--- config.mk ---
export PLATFORM = sky130hd
export DESIGN_NAME = writeback_queue
export DESIGN_NICKNAME = d
export VERILOG_FILES = /design/src/rtl/writeback_queue.sv
export SDC_FILE = /design/constraint.sdc
export NUM_CORES = 1
export LEC_CHECK = 0
export ABC_AREA = 1
export ABC_CLOCK_PERIOD_IN_PS = 9000
export BUFFER_PORTS_ARGS = -buffer_cell sky130_fd_sc_hd__buf_2
export CAP_MARGIN = 20
export CORE_ASPECT_RATIO = 0.6
export CORE_UTILIZATION = 54
export DETAILED_ROUTE_END_ITERATION = 10
export PLACE_DENSITY = 0.79
export SYNTH_ARGS = -nofsm -noshare
export SYNTH_HDL_FRONTEND = slang
export SYNTH_SLANG_ARGS = --single-unit
--- constraint.sdc ---
create_clock -name clk -period 9 [get_ports clk]
set_input_delay 1.35 -clock clk [delete_from_list [all_inputs] [get_ports clk]]
set_output_delay 1.35 -clock clk [all_outputs]
set_load 0.01 [all_outputs]
--- src/rtl/writeback_queue.sv ---
// Writeback queue: merges memory and ALU register writebacks into an in-order FIFO
// that drains one entry per cycle, with youngest-entry forwarding and per-register pending bits.
module writeback_queue #(
  parameter  int DATA_WIDTH = 64,
  parameter  int ADDR_WIDTH = 5,
  parameter  int DEPTH      = 4,
  localparam int REG_DEPTH  = 1 << ADDR_WIDTH,
  localparam int CW         = $clog2(DEPTH + 1),
  localparam int PW         = $clog2(DEPTH)
) (
  input  logic                  clk,
  input  logic                  rst,
  input  logic                  memValid,
  input  logic [ADDR_WIDTH-1:0] memReg,
  input  logic [DATA_WIDTH-1:0] memData,
  output logic                  memReady,
  input  logic                  aluValid,
  input  logic [ADDR_WIDTH-1:0] aluReg,
  input  logic [DATA_WIDTH-1:0] aluData,
  output logic                  aluReady,
  output logic                  write,
  output logic [ADDR_WIDTH-1:0] writeReg,
  output logic [DATA_WIDTH-1:0] writeData,
  input  logic [ADDR_WIDTH-1:0] fwdRegA,
  input  logic [ADDR_WIDTH-1:0] fwdRegB,
  output logic                  fwdHitA,
  output logic                  fwdHitB,
  output logic [DATA_WIDTH-1:0] fwdDataA,
  output logic [DATA_WIDTH-1:0] fwdDataB,
  output logic [REG_DEPTH-1:0]  pending,
  output logic [CW-1:0]         count
);

  localparam logic [ADDR_WIDTH-1:0] ZREG = ADDR_WIDTH'(REG_DEPTH - 1);

  logic [ADDR_WIDTH-1:0] r_reg  [DEPTH];
  logic [DATA_WIDTH-1:0] r_data [DEPTH];
  logic [DEPTH-1:0]      r_vld;
  logic [PW-1:0]         r_head, r_tail;
  logic [CW-1:0]         r_count;

  logic [CW-1:0] w_free;
  logic          w_memZ, w_aluZ, w_memEnq, w_aluEnq;
  logic [PW-1:0] w_aluSlot;

  // Free space is taken from the registered count: this cycle's dequeue is not credited.
  assign w_free    = CW'(DEPTH) - r_count;
  assign w_memZ    = (memReg == ZREG);
  assign w_aluZ    = (aluReg == ZREG);
  assign memReady  = w_memZ | (w_free >= CW'(1));
  assign aluReady  = w_aluZ | ((memValid && !w_memZ) ? (w_free >= CW'(2)) : (w_free >= CW'(1)));
  assign w_memEnq  = memValid & memReady & ~w_memZ;
  assign w_aluEnq  = aluValid & aluReady & ~w_aluZ;
  assign w_aluSlot = r_tail + PW'(w_memEnq);

  assign write     = (r_count != '0);
  assign writeReg  = r_reg[r_head];
  assign writeData = r_data[r_head];
  assign count     = r_count;

  always_ff @(posedge clk or posedge rst) begin
    if (rst) begin
      r_head  <= '0;
      r_tail  <= '0;
      r_count <= '0;
      r_vld   <= '0;
      for (int i = 0; i < DEPTH; i++) begin
        r_reg[i]  <= '0;
        r_data[i] <= '0;
      end
    end else begin
      if (write) begin
        r_vld[r_head] <= 1'b0;
        r_head        <= r_head + PW'(1);
      end
      // Enqueued slots are always free slots, so they never collide with the dequeued head.
      if (w_memEnq) begin
        r_reg[r_tail]  <= memReg;
        r_data[r_tail] <= memData;
        r_vld[r_tail]  <= 1'b1;
      end
      if (w_aluEnq) begin
        r_reg[w_aluSlot]  <= aluReg;
        r_data[w_aluSlot] <= aluData;
        r_vld[w_aluSlot]  <= 1'b1;
      end
      r_tail  <= r_tail + PW'(w_memEnq) + PW'(w_aluEnq);
      r_count <= r_count + CW'(w_memEnq) + CW'(w_aluEnq) - CW'(write);
    end
  end

  // Walk oldest to youngest so the last match wins.
  always_comb begin
    fwdHitA  = 1'b0;
    fwdHitB  = 1'b0;
    fwdDataA = '0;
    fwdDataB = '0;
    for (int k = 0; k < DEPTH; k++) begin
      if (r_vld[r_head + PW'(k)] && (r_reg[r_head + PW'(k)] == fwdRegA) && (fwdRegA != ZREG)) begin
        fwdHitA  = 1'b1;
        fwdDataA = r_data[r_head + PW'(k)];
      end
      if (r_vld[r_head + PW'(k)] && (r_reg[r_head + PW'(k)] == fwdRegB) && (fwdRegB != ZREG)) begin
        fwdHitB  = 1'b1;
        fwdDataB = r_data[r_head + PW'(k)];
      end
    end
  end

  always_comb begin
    pending = '0;
    for (int i = 0; i < DEPTH; i++)
      if (r_vld[i]) pending[r_reg[i]] = 1'b1;
    pending[REG_DEPTH-1] = 1'b0;
  end

endmodule

* Word-level counts from Yosys, hierarchy flattened
Index checks and enable logic that the tools add are counted. Widths: inputs -> output; s select.
Storage, ports and cells: bits of input ports 152, word-level logic and storage cells 195, memories 0, output and inout bits 237, latch bits 0, register bits after elaboration 287, memory bits (read-only) 0, memory bits (writable) 0
Cells by class: multiply operators 0, shift-type cells 0, magnitude comparators 27, muxes and demuxes 86, $add $sub $neg 9, reductions and logical operators 28, bitwise operators 21, divide/modulo/power cells 0, equality and inequality tests 12
Operators by type and width (count):
- $mux 64 | 18
- $bmux 64 s2 | 4
- $bwmux 256 | 2
- $mux 256 | 2
- $demux 64 s2 | 2
- $mux 31 | 4
- $or 31x31->31 | 3
- $mux 5 | 10
- $bmux 5 s2 | 4
- $bwmux 20 | 2
- $eq 5x5->1 | 8
- $mux 20 | 2
- $logic_and 1x1->1 | 26
- $lt 5x6->1 const B | 4
- $demux 1 s5 | 4
- $demux 5 s2 | 2
- $ge 5x1->1 const B | 4
- $mux 1 | 20
- $ge 3x3->1 const B | 6
- $lt 2x3->1 const B | 6
- $not 2->3 | 6
- $mux 4 | 3
- $eq 5x5->1 const B | 2
- $ne 5x5->1 const B | 2
- other kinds (20) | 37

* Logic depth before layout (Yosys ltp)
depth after elaboration 13, gate-level depth with buffers 19

* Least setup slack after synthesis
OpenSTA, ideal clock, no wires.
path kind register to output, start register r_head[1], end output port fwdDataB[43], arrival 2.870 ns, required time 7.650 ns, slack 4.780 ns, stages on the path, launching flop included 17, path buffers 6, cell sequence dfrtp_1 > buf_2 > inv_2 > buf_2 > buf_1 > ha_1 > inv_2 > buf_2 > nand3_1 > nand2_1 > xor2_1 > nand3_1 > nor2_1 > buf_2 > clkbuf_1 > nand2_1 > nand2_1
Between the ends: word-level cells in the longest chain between the ends 11, elaborated cells between the ends (all ways) 55, those cells by class add/sub (3); eq/ne (4); mux (36); bitwise (4); reduce/logical (8)
RTL lines:
- start: declaration | line 39 | logic [PW-1:0] r_head, r_tail;
- start signal: assignment | line 74 | r_head <= r_head + PW'(1);
- $add 2x1->2 / $not 2->3 (equally long branches) | line 103, 105
- $not 2->3 (not written as such) / $bmux 5 s2 (equally long branches) | line 103, 105
- $bmux 5 s2 / $mux 5 (equally long branches) | line 103 | if (r_vld[r_head + PW'(k)] && (r_reg[r_head + PW'(k)] == fwdRegB) && (fwdRegB != ZREG)) begin
- $mux 5 (not written as such) | line 103
- $mux 5 (not written as such) / $eq 5x5->1 (equally long branches) | line 103
- $eq 5x5->1 / $logic_and 1x1->1 (equally long branches) | line 103
- $logic_and 1x1->1 | line 103
- $logic_and 1x1->1 / $mux 64 (equally long branches) | line 103
- $mux 64 (2 in series) | line 103
- $mux 64 (*) | line 103
- end: declaration | line 29 | output logic [DATA_WIDTH-1:0] fwdDataB,
Every way passes the cells marked *; elsewhere a longest branch is shown, timed or not. The select of a mux whose other input is x is not followed.

* Worst setup path after layout
start register r_head[1], end output port fwdDataB[59]
Same word-level chain as after synthesis.

==> run summary <==
IO Port Bufs: 387
Pre-antenna DRT Iters: 8
Total Nets Final: 4802
CP endpoint kind: output pin
Worst Tran Pin Value: 1.153 ns
Final Total Pwr: 0.01317 W
Core Rows: 62
Netlist cell types: 34
Final Slew Violations: 0
CTS buffer count: 29
Iter 0 DRT Violations: 3900
die area: 50210 µm²
syn nets: 4686
first-pass GRT wire length: 150.2 mm
crit-path leading delay family: buffers and inverters
DR WL/cell: 18.01 µm
Gate Count Post-Synth: 4521
die outline height: 174.0 µm
Fmax achieved: 0.1397 GHz
routability cong.: 1.126
crit-path max FO: 148
fin cells: 5300
Ys Warns: 0
number of synthesized register bits: 287
remaining antenna violation count: 0
core area: 48250 µm²
Internal: 0.005467 W
status: complete, no violations
final period utilization: 79.54%
Hold Buf Count CTS: 0
Worst Setup Start Kind: flip-flop
CP max stage cell: inv_6
total track usage: 37.08%
Max H-tree Level: 1
GR Overflow Total: 0
clock period minus worst slack: 7.158 ns
CP peak stage delay: 0.77 ns
initial antenna violation count: 5
max reg flops: 256
Seq/Total Area, Yosys: 26.98%
Critical path buffers and inverters: 4
main flop type after synthesis: dfrtp_1
# DRC: 0
Vias/cell: 5.828
Sink Count: 287
Pwr per Cell Area: 448.7 nW/µm²
Net Sw Frac: 58.50%
Placed Instances: 5244
Initial Util: 55.16%
Area Growth Syn to Fin: 10.30%
Worst Path Required: 7.65 ns
CTS resizes: 0
IO Count: 389
Comb power frac: 70.4%
via count: 30890
final setup violation count: 0
Cell Chain, Critical Path: inv_4, ha_1, inv_6, nand3_1, nand3_1, nand2_1, nor2_1, nand3_4, buf_12, nor2_1, nor2_1, nand2_1, nand2_1, nand2_1, buf_2
maxcap violations: 0
RSZ-0062 raised after global routing: false
pin count of the biggest net entering global routing: 151
Post-synth EDFFs: 0
routed wire length: 95.44 mm
CTS tree: built
Crit path top cell by count: nand2_1
final hold violation count: 0
Clock Latency Late Sink: 0.60 ns
Horiz. Die Dim: 288.6 µm
final core utilization: 60.84%
Worst slew margin: 23.16%
clock skew: 0.02387 ns
clk buf depth: 3
hold_ws: 0.5696 ns
CTS root buffer: clkbuf_16
setup TNS: 0 ns
Seq pwr share: 19.8%
Static Leak: 16.29 nW
syn avg cell area: 5.887 µm²
DP Wirelength: 61.64 mm
vias in the first global route: 27750
layout cell share with drive strength beyond 1: 10.63%
Switch Pwr: 0.007705 W
Synth async-reset ratio: 100.0%
VDD IR max: 0.0003851 V
clock share of power: 9.9%
Worst Hold Class: reg2reg
clock-pin slew on the worst setup and hold paths: 0.07 ns
crit path DAT: 5.81 ns
crit path kind: reg2out
post-CTS setup buffers: 0
Synth Cell Area: 26620 µm²
## area by class of cell
cell class                      instances  area, µm²
Antenna cell                            2      5.005
Clock buffer                           40      827.0
Clock inverter                         12      151.4
Fill cell                            4749      18890
Inverter                              349       1323
Multi-Input combinational cell       3548      16770
Sequential cell                       287       7189
Tap cell                              640      800.8
Timing Repair Buffer                  422       2295
## power groups by stage
stage	Clock, W	Sequential (W)	Combinational (W)
2_1_floorplan	0	0.00231	0.00657
3_3_place_gp	0	0.00255	0.00884
3_5_place_dp	0	0.00258	0.00896
4_1_cts	0.00131	0.00256	0.00900
5_1_grt	0.00136	0.00266	0.0103
6_report	0.00130	0.00260	0.00927
## placed cells by master (no fill, tap or decap), drive strengths merged
cell type  synthesis  final
nor2             444    444
buf              154    422
ha                12     12
a22oi              5      5
a21oi             13     13
xor2               4      4
bufinv             0      3
nand3b             2      2
xnor2              4      4
fa                 1      1
o21bai             1      1
o211ai             1      1
clkbuf           183     40
nand2           1603   1603
diode              0      2
clkinv             0      7
o21ai            814    814
nor3              25     25
dfrtp            287    287
nand4             65     65
o22ai              1      1
inv              349    348
clkinvlp           0      3
conb               1      1
o2111ai            2      2
or2                1      1
o22a              13     13
nand3            311    311
o221ai            30     30
mux2i            195    195
## cells in the mapped netlist, types with 5 or more instances
cell type	n	share of area (%)
ha_1	12	0.56
o221ai_1	30	0.99
buf_1	23	0.32
dfrtp_1	287	27
mux2i_1	195	7.3
nor2_1	440	6.2
o21ai_1	10	0.19
buf_2	100	1.9
a22oi_1	5	0.14
nor3_1	25	0.47
nand3_1	310	5.8
inv_1	345	4.9
a21oi_1	13	0.24
o21ai_0	804	15
nand4_1	65	1.5
clkbuf_1	183	2.6
buf_4	28	0.79
nand2_1	1603	23
o22a_1	13	0.43
## layer usage
layer	global-route usage, %	part of all wire [%]
met1	53.21	42
met4	14.10	3.8
met2	54.45	42
met5	0	0.010
met3	7.743	12
## per-stage QoR
step	area, µm²	setup WS [ns]
6_report	29360	1.842
5_1_grt	29360	1.558
4_1_cts	29300	2.034
3_5_place_dp	28330	2.666
3_3_place_gp	28330	2.757
2_1_floorplan	26620	3.845
## cells by family (layout without fill, tap and decap cells)
logic type | count (synthesis) | count (layout) | share of synthesized area (%)
simple gates | 2451 | 2451 | 36.89
compound gates | 880 | 880 | 17.25
buf+inv | 686 | 823 | 10.62
flops | 287 | 287 | 26.98
mux | 195 | 195 | 7.334
fa+ha+maj | 13 | 13 | 0.6393
xor+xnor | 8 | 8 | 0.2632
other cells | 1 | 3 | 0.01409
## path summary, 6_finish.rpt
path	depth (start not counted)	slack, ns	from	to
max	15	1.84	r_head[1]$_DFFE_PP0N_	fwdDataB[59]
min	1	0.57	count[1]$_DFF_PP0_	count[2]$_DFF_PP0_
max reg2reg	14	4.60	count[1]$_DFF_PP0_	r_data[29]$_DFF_PP0_
min reg2reg	1	0.57	count[1]$_DFF_PP0_	count[2]$_DFF_PP0_
max in group asynchronous	4	6.22	rst	r_data[145]$_DFF_PP0_
min in group asynchronous	2	0.91	rst	r_data[70]$_DFF_PP0_
No activity file was read; power rests on OpenSTA's default activity.
